==> src/rtl/alu_seq.sv <==
// alu_seq: registered MIPS ALU with a valid/ready request port.
// Single-cycle ops answer the next cycle; MUL/MULH/DIV/REM iterate W cycles on magnitudes.
module alu_seq #(
    parameter int W      = 32,
    parameter bit MULDIV = 1'b1
) (
    input  logic         iClk,
    input  logic         iRst,
    input  logic         iValid,
    input  logic [W-1:0] iA,
    input  logic [W-1:0] iB,
    input  logic [5:0]   iALUFun,
    input  logic         iSign,
    input  logic         iFlush,
    output logic         oReady,
    output logic         oValid,
    output logic [W-1:0] oS,
    output logic         oZ,
    output logic         oV,
    output logic         oN
);
    localparam int SW = $clog2(W);

    typedef enum logic [1:0] {IDLE, BUSY, DONE} state_t;

    state_t         state, state_nxt;
    logic           rdy, valid, z, v, n;
    logic           acc, iter_op, last;
    logic           neg_q, neg_r, dz, ovf;
    logic [1:0]     op;
    logic [SW-1:0]  cnt;
    logic [W-1:0]   s, d, ma, mb, q, r, alu_s, it_s;
    logic           alu_v, alu_n, it_v, sa, sd;
    logic [W:0]     usum, udif, msum, t;
    logic [2*W-1:0] p, p_nxt, prod;

    assign acc     = iValid && oReady && !iFlush;
    assign iter_op = MULDIV && iALUFun[5:2] == 4'b0001;
    assign last    = cnt == SW'(W - 1);
    assign ma      = (iSign && iA[W-1]) ? -iA : iA;
    assign mb      = (iSign && iB[W-1]) ? -iB : iB;

    always_ff @(posedge iClk) begin
        if (iRst) state <= IDLE;
        else      state <= state_nxt;
    end

    always_comb begin
        state_nxt = iFlush ? IDLE :
                    state == BUSY ? (last ? DONE : BUSY) :
                    (acc && iter_op) ? BUSY : IDLE;
    end

    always_comb begin
        oReady = rdy && state != BUSY;
    end

    assign oValid = valid;
    assign oS     = s;
    assign oZ     = z;
    assign oV     = v;
    assign oN     = n;

    // sa/sd: sign of the true (W+1)-bit signed sum/difference, rebuilt from the unsigned carry/borrow
    always_comb begin
        usum  = {1'b0, iA} + {1'b0, iB};
        udif  = {1'b0, iA} - {1'b0, iB};
        sa    = iA[W-1] ^ iB[W-1] ^ usum[W];
        sd    = iA[W-1] ^ iB[W-1] ^ udif[W];
        alu_s = '0;
        alu_v = 1'b0;
        alu_n = 1'b0;
        case (iALUFun)
            6'b000000: begin
                alu_s = usum[W-1:0];
                alu_v = iSign ? sa ^ usum[W-1] : usum[W];
                alu_n = iSign && sa;
            end
            6'b000001: begin
                alu_s = udif[W-1:0];
                alu_v = iSign ? sd ^ udif[W-1] : udif[W];
                alu_n = iSign && sd;
            end
            6'b011000: alu_s = iA & iB;
            6'b011110: alu_s = iA | iB;
            6'b010110: alu_s = iA ^ iB;
            6'b010001: alu_s = ~(iA | iB);
            6'b011010: alu_s = iA;
            6'b100000: alu_s = iB << iA[SW-1:0];
            6'b100001: alu_s = iB >> iA[SW-1:0];
            6'b100011: alu_s = $signed(iB) >>> iA[SW-1:0];
            6'b110011: alu_s = W'(iA == iB);
            6'b110001: alu_s = W'(iA != iB);
            6'b110101: alu_s = W'(iSign ? sd : udif[W]);
            6'b111101: alu_s = W'(iA[W-1] || iA == '0);
            6'b111001: alu_s = W'(!iA[W-1]);
            6'b111111: alu_s = W'(!iA[W-1] && iA != '0);
            default: ;
        endcase
        if (iALUFun[5:4] == 2'b01 || iALUFun[5:4] == 2'b10) alu_n = alu_s[W-1];
    end

    // p holds {acc, multiplier} for multiply and {remainder, quotient} for restoring divide
    always_comb begin
        msum  = {1'b0, p[2*W-1:W]} + (p[0] ? {1'b0, d} : '0);
        t     = p[2*W-1:W-1] - {1'b0, d};
        p_nxt = op[1] ? (t[W] ? {p[2*W-2:0], 1'b0} : {t[W-1:0], p[W-2:0], 1'b1})
                      : {msum, p[W-1:1]};
        prod  = neg_q ? -p_nxt : p_nxt;
        q     = dz ? '1 : neg_q ? -p_nxt[W-1:0] : p_nxt[W-1:0];
        r     = neg_r ? -p_nxt[2*W-1:W] : p_nxt[2*W-1:W];
        it_s  = op[1] ? (op[0] ? r : q) : (op[0] ? prod[2*W-1:W] : prod[W-1:0]);
        it_v  = op[1] && (dz || ovf);
    end

    always_ff @(posedge iClk) begin
        if (iRst) begin
            rdy   <= 1'b0;
            valid <= 1'b0;
            cnt   <= '0;
            s     <= '0;
            z     <= 1'b0;
            v     <= 1'b0;
            n     <= 1'b0;
        end else begin
            rdy   <= 1'b1;
            valid <= 1'b0;
            if (acc && !iter_op) begin
                s     <= alu_s;
                z     <= alu_s == '0;
                v     <= alu_v;
                n     <= alu_n;
                valid <= 1'b1;
            end
            if (acc && iter_op) begin
                cnt   <= '0;
                op    <= iALUFun[1:0];
                p     <= {{W{1'b0}}, iALUFun[1] ? ma : mb};
                d     <= iALUFun[1] ? mb : ma;
                neg_q <= iSign && (iA[W-1] ^ iB[W-1]);
                neg_r <= iSign && iA[W-1];
                dz    <= iB == '0;
                ovf   <= iSign && iA == {1'b1, {(W-1){1'b0}}} && &iB;
            end
            if (state == BUSY && !iFlush) begin
                p   <= p_nxt;
                cnt <= cnt + 1'b1;
                if (last) begin
                    s     <= it_s;
                    z     <= it_s == '0;
                    v     <= it_v;
                    n     <= it_s[W-1];
                    valid <= 1'b1;
                end
            end
        end
    end
endmodule

==> config.mk <==
export PLATFORM = sky130hd
export DESIGN_NAME = alu_seq
export DESIGN_NICKNAME = d
export VERILOG_FILES = /design/src/rtl/alu_seq.sv
export SDC_FILE = /design/constraint.sdc
export NUM_CORES = 1
export LEC_CHECK = 0
export ABC_AREA = 1
export CAP_MARGIN = 20
export CORE_ASPECT_RATIO = 1.5
export CORE_MARGIN = 10
export CORE_UTILIZATION = 36
export CTS_BUF_LIST = sky130_fd_sc_hd__clkbuf_8
export CTS_CLUSTER_DIAMETER = 200
export DETAILED_ROUTE_END_ITERATION = 7
export PLACE_DENSITY = 0.5
export SLEW_MARGIN = 15
export SYNTH_ARGS = -nofsm -noshare
export SYNTH_HDL_FRONTEND = slang
export SYNTH_SLANG_ARGS = --single-unit
export TNS_END_PERCENT = 100
==> constraint.sdc <==
create_clock -name iClk -period 12.5 [get_ports iClk]
set_input_delay 2.5 -clock iClk [delete_from_list [all_inputs] [get_ports iClk]]
set_output_delay 2.5 -clock iClk [all_outputs]
set_load 0.01 [all_outputs]
==> results.sh <==
export IMPL_cpPeakStageDelay_ps=600
export IMPL_final_max_slew_viol_count=0
export IMPL_seq_area_frac_synth=0.147
export IMPL_max_slew_margin=0.147
export IMPL_hold_slack_ps=478
export IMPL_cp_common_cell="nand2_1"
export IMPL_period_minus_slack_ps=7190
export IMPL_cts_hold_buffers=0
export IMPL_initial_utilization=0.364
export IMPL_post_route_util=0.398
export IMPL_grt_max_degree=92
export IMPL_setup_viol=0
export IMPL_synthDistinctLibCells=71
export IMPL_synth_largest_area_cell="nand2_1"
export IMPL_numCtsBuffers=17
export IMPL_power_density_nw_per_um2=54.0
export IMPL_yosys_warnings=0
export IMPL_synth_enable_flop_cells=102
export IMPL_drt_iter0_drc=3313
export IMPL_status="finished, violations left"
export IMPL_cp_slowest_cell="inv_2"
export IMPL_cts_repair_resize_count=0
export IMPL_crit_type="input pin to register"
export IMPL_wl_um=174000
export IMPL_min_period_over_period=0.575
export IMPL_fin_cells=5827
export IMPL_placed_cells=5788
export IMPL_drc_errors=2
export IMPL_antenna_found_initial=5
export IMPL_drv_cap=0
export IMPL_layout_nets=5067
export IMPL_ys_flop_type="edfxtp_1"
export IMPL_synth_nets=5055
export IMPL_dieArea_um2=86200
export IMPL_cp_max_fo=60
export IMPL_num_io_pins=112
export IMPL_clk_path_buf_depth=2
export IMPL_root_buffer="clkbuf_8"
export IMPL_rows=122
export IMPL_gp_congestion=1.13
export IMPL_cp_required_ps=13020
export IMPL_grt_pass1_vias=33500
export IMPL_clk_latency_ps=600
export IMPL_synthArstFlopShare=0
export IMPL_clk_pin_slew_ps=120
export IMPL_finalSetupTns_ps=0
export IMPL_syn_inst=4805
export IMPL_vdd_drop_max_v=0.0000716
export IMPL_dp_hpwl_um=141000
export IMPL_p_leak_uw=0.0146
export IMPL_drive_gt1_frac=0.0495
export IMPL_syn_area_um2=26900
export IMPL_die_w_um=243
export IMPL_synth_top_area_frac=0.191
export IMPL_ys_ff_latch=146
export IMPL_rsz0062_at_grt="false"
export IMPL_start_kind="input pin"
export IMPL_numClockSinks=146
export IMPL_die_y_um=355
export IMPL_viasPerCell=5.83
export IMPL_crit_arrival_ps=7710
export IMPL_skew_ps=49.1
export IMPL_cts_htree_levels=4
export IMPL_max_freq_ghz=0.139
export IMPL_tightest_slew_ps=1270
export IMPL_num_vias=34000
export IMPL_synth_area_leaders="nand2_1 (19%), edfxtp_1 (11%), inv_1 (9.6%)"
export IMPL_first_pass_iters=8
export IMPL_io_buffers=111
export IMPL_syn_avg_cell_area_um2=5.60
export IMPL_grt_pass1_wl_um=244000
export IMPL_violations="design-rule violations"
export IMPL_ant_nets=0
export IMPL_core_area_um2=73900
export IMPL_wl_per_cell_um=29.8
export IMPL_grt_ovfl_total=0
export IMPL_endpoint_kind="register"
export IMPL_cts_tree="done"
export IMPL_synthToLayoutAreaGrowth_pct=9.49
export IMPL_post_cts_buffers=0
export IMPL_hold_viol_final=0
export IMPL_grt_total_usage=0.394
export IMPL_hold_path_class="register to register"
critical path, delay by kind of cell:
family	cells	cell delay (ps)
adders and majority gates	2	670
xor gates and xnor gates	1	180
and+or+nand+nor	10	1310
buffers and inverters	7	1620
AOI/OAI and AO/OA	6	1400
synth_stat cells (all sizes together), types with 41 or more instances:
cell type  instances
nor3              57
nor2             527
dfxtp             44
a21oi            279
o22ai             41
nand4             49
buf               55
inv              699
xor2              88
ha               171
nand3            380
edfxtp           102
nand2           1395
clkbuf           147
o21ai            411
path summary, 6_finish.rpt:
check | startpoint | endpoint | slack [ps] | cells after the start
max | iA[0] | oZ$_SDFF_PP0_ | 5310 | 26
min reg2reg | cnt[4]$_SDFFE_PP0N_ | cnt[4]$_SDFFE_PP0N_ | 480 | 2
min | cnt[4]$_SDFFE_PP0N_ | cnt[4]$_SDFFE_PP0N_ | 480 | 2
max reg2reg | p[31]$_DFFE_PP_ | oZ$_SDFF_PP0_ | 5600 | 41
report_power, final:
group,leakage (uW),internal (uW),total (uW),switching (uW)
combinational,0.0130,172,629,457
clock,0.000207,155,429,274
sequential,0.00135,525,531,6.29
sequential cells by signal, indices dropped and copies added (netlist names):
register  flops
dz            1
p            64
oS           32
ovf           1
rdy           1
neg_q         1
d            32
oValid        1
oZ            1
cnt           5
op            2
oV            1
state         2
neg_r         1
oN            1
per-stage QoR:
stage                     area (um^2)  setup slack (ps)  power, uW
after floorplan                 26900              6190        861
after global placement          29000              4790       1140
after detailed placement        29000              4870       1140
after CTS                       29400              5490       1570
after global routing            29400              5030       1650
final                           29400              5310       1590
cell families after synthesis:
logic type / synth area share
DFF: 0.147
AOI/OAI and AO/OA: 0.215
xor gates and xnor gates: 0.0322
muxes: 0.00461
and+or+nand+nor: 0.389
buffers and inverters: 0.130
adders and majority gates: 0.0826
cells in the final DEF, fill, tap and decap left out, types with 81 or more instances in the layout:
cell / Yosys / routed
a21oi_1: 275 / 275
buf_4: 3 / 81
clkdlybuf4s50_1: 0 / 106
edfxtp_1: 102 / 102
ha_1: 171 / 171
inv_1: 690 / 688
nand2_1: 1366 / 1365
nand3_1: 374 / 374
nor2_1: 501 / 495
o21ai_0: 398 / 396
xor2_1: 88 / 88
per-layer routing:
| metal | GRT usage | vias to the layer above | share of wire |
|---|---|---|---|
| met1 | 0.367 | 15800 | 0.32 |
| li1 | - | 15800 | - |
| met4 | 0.410 | 0 | 0.12 |
| met3 | 0.0737 | 738 | 0.062 |
| met5 | 0.00282 | - | 0 |
| met2 | 0.697 | 1691 | 0.49 |
layout make-up:
type	instances	area, um^2
repair buffers	195	1710
diodes	5	12.5
clock buffers	17	234
multi-input cells	3753	19500
clock inverters	15	178
flip-flops and latches	146	3940
well taps	992	1240
fillers	8560	44400
inverters	704	2640
(Power assumes the default switching activity.)
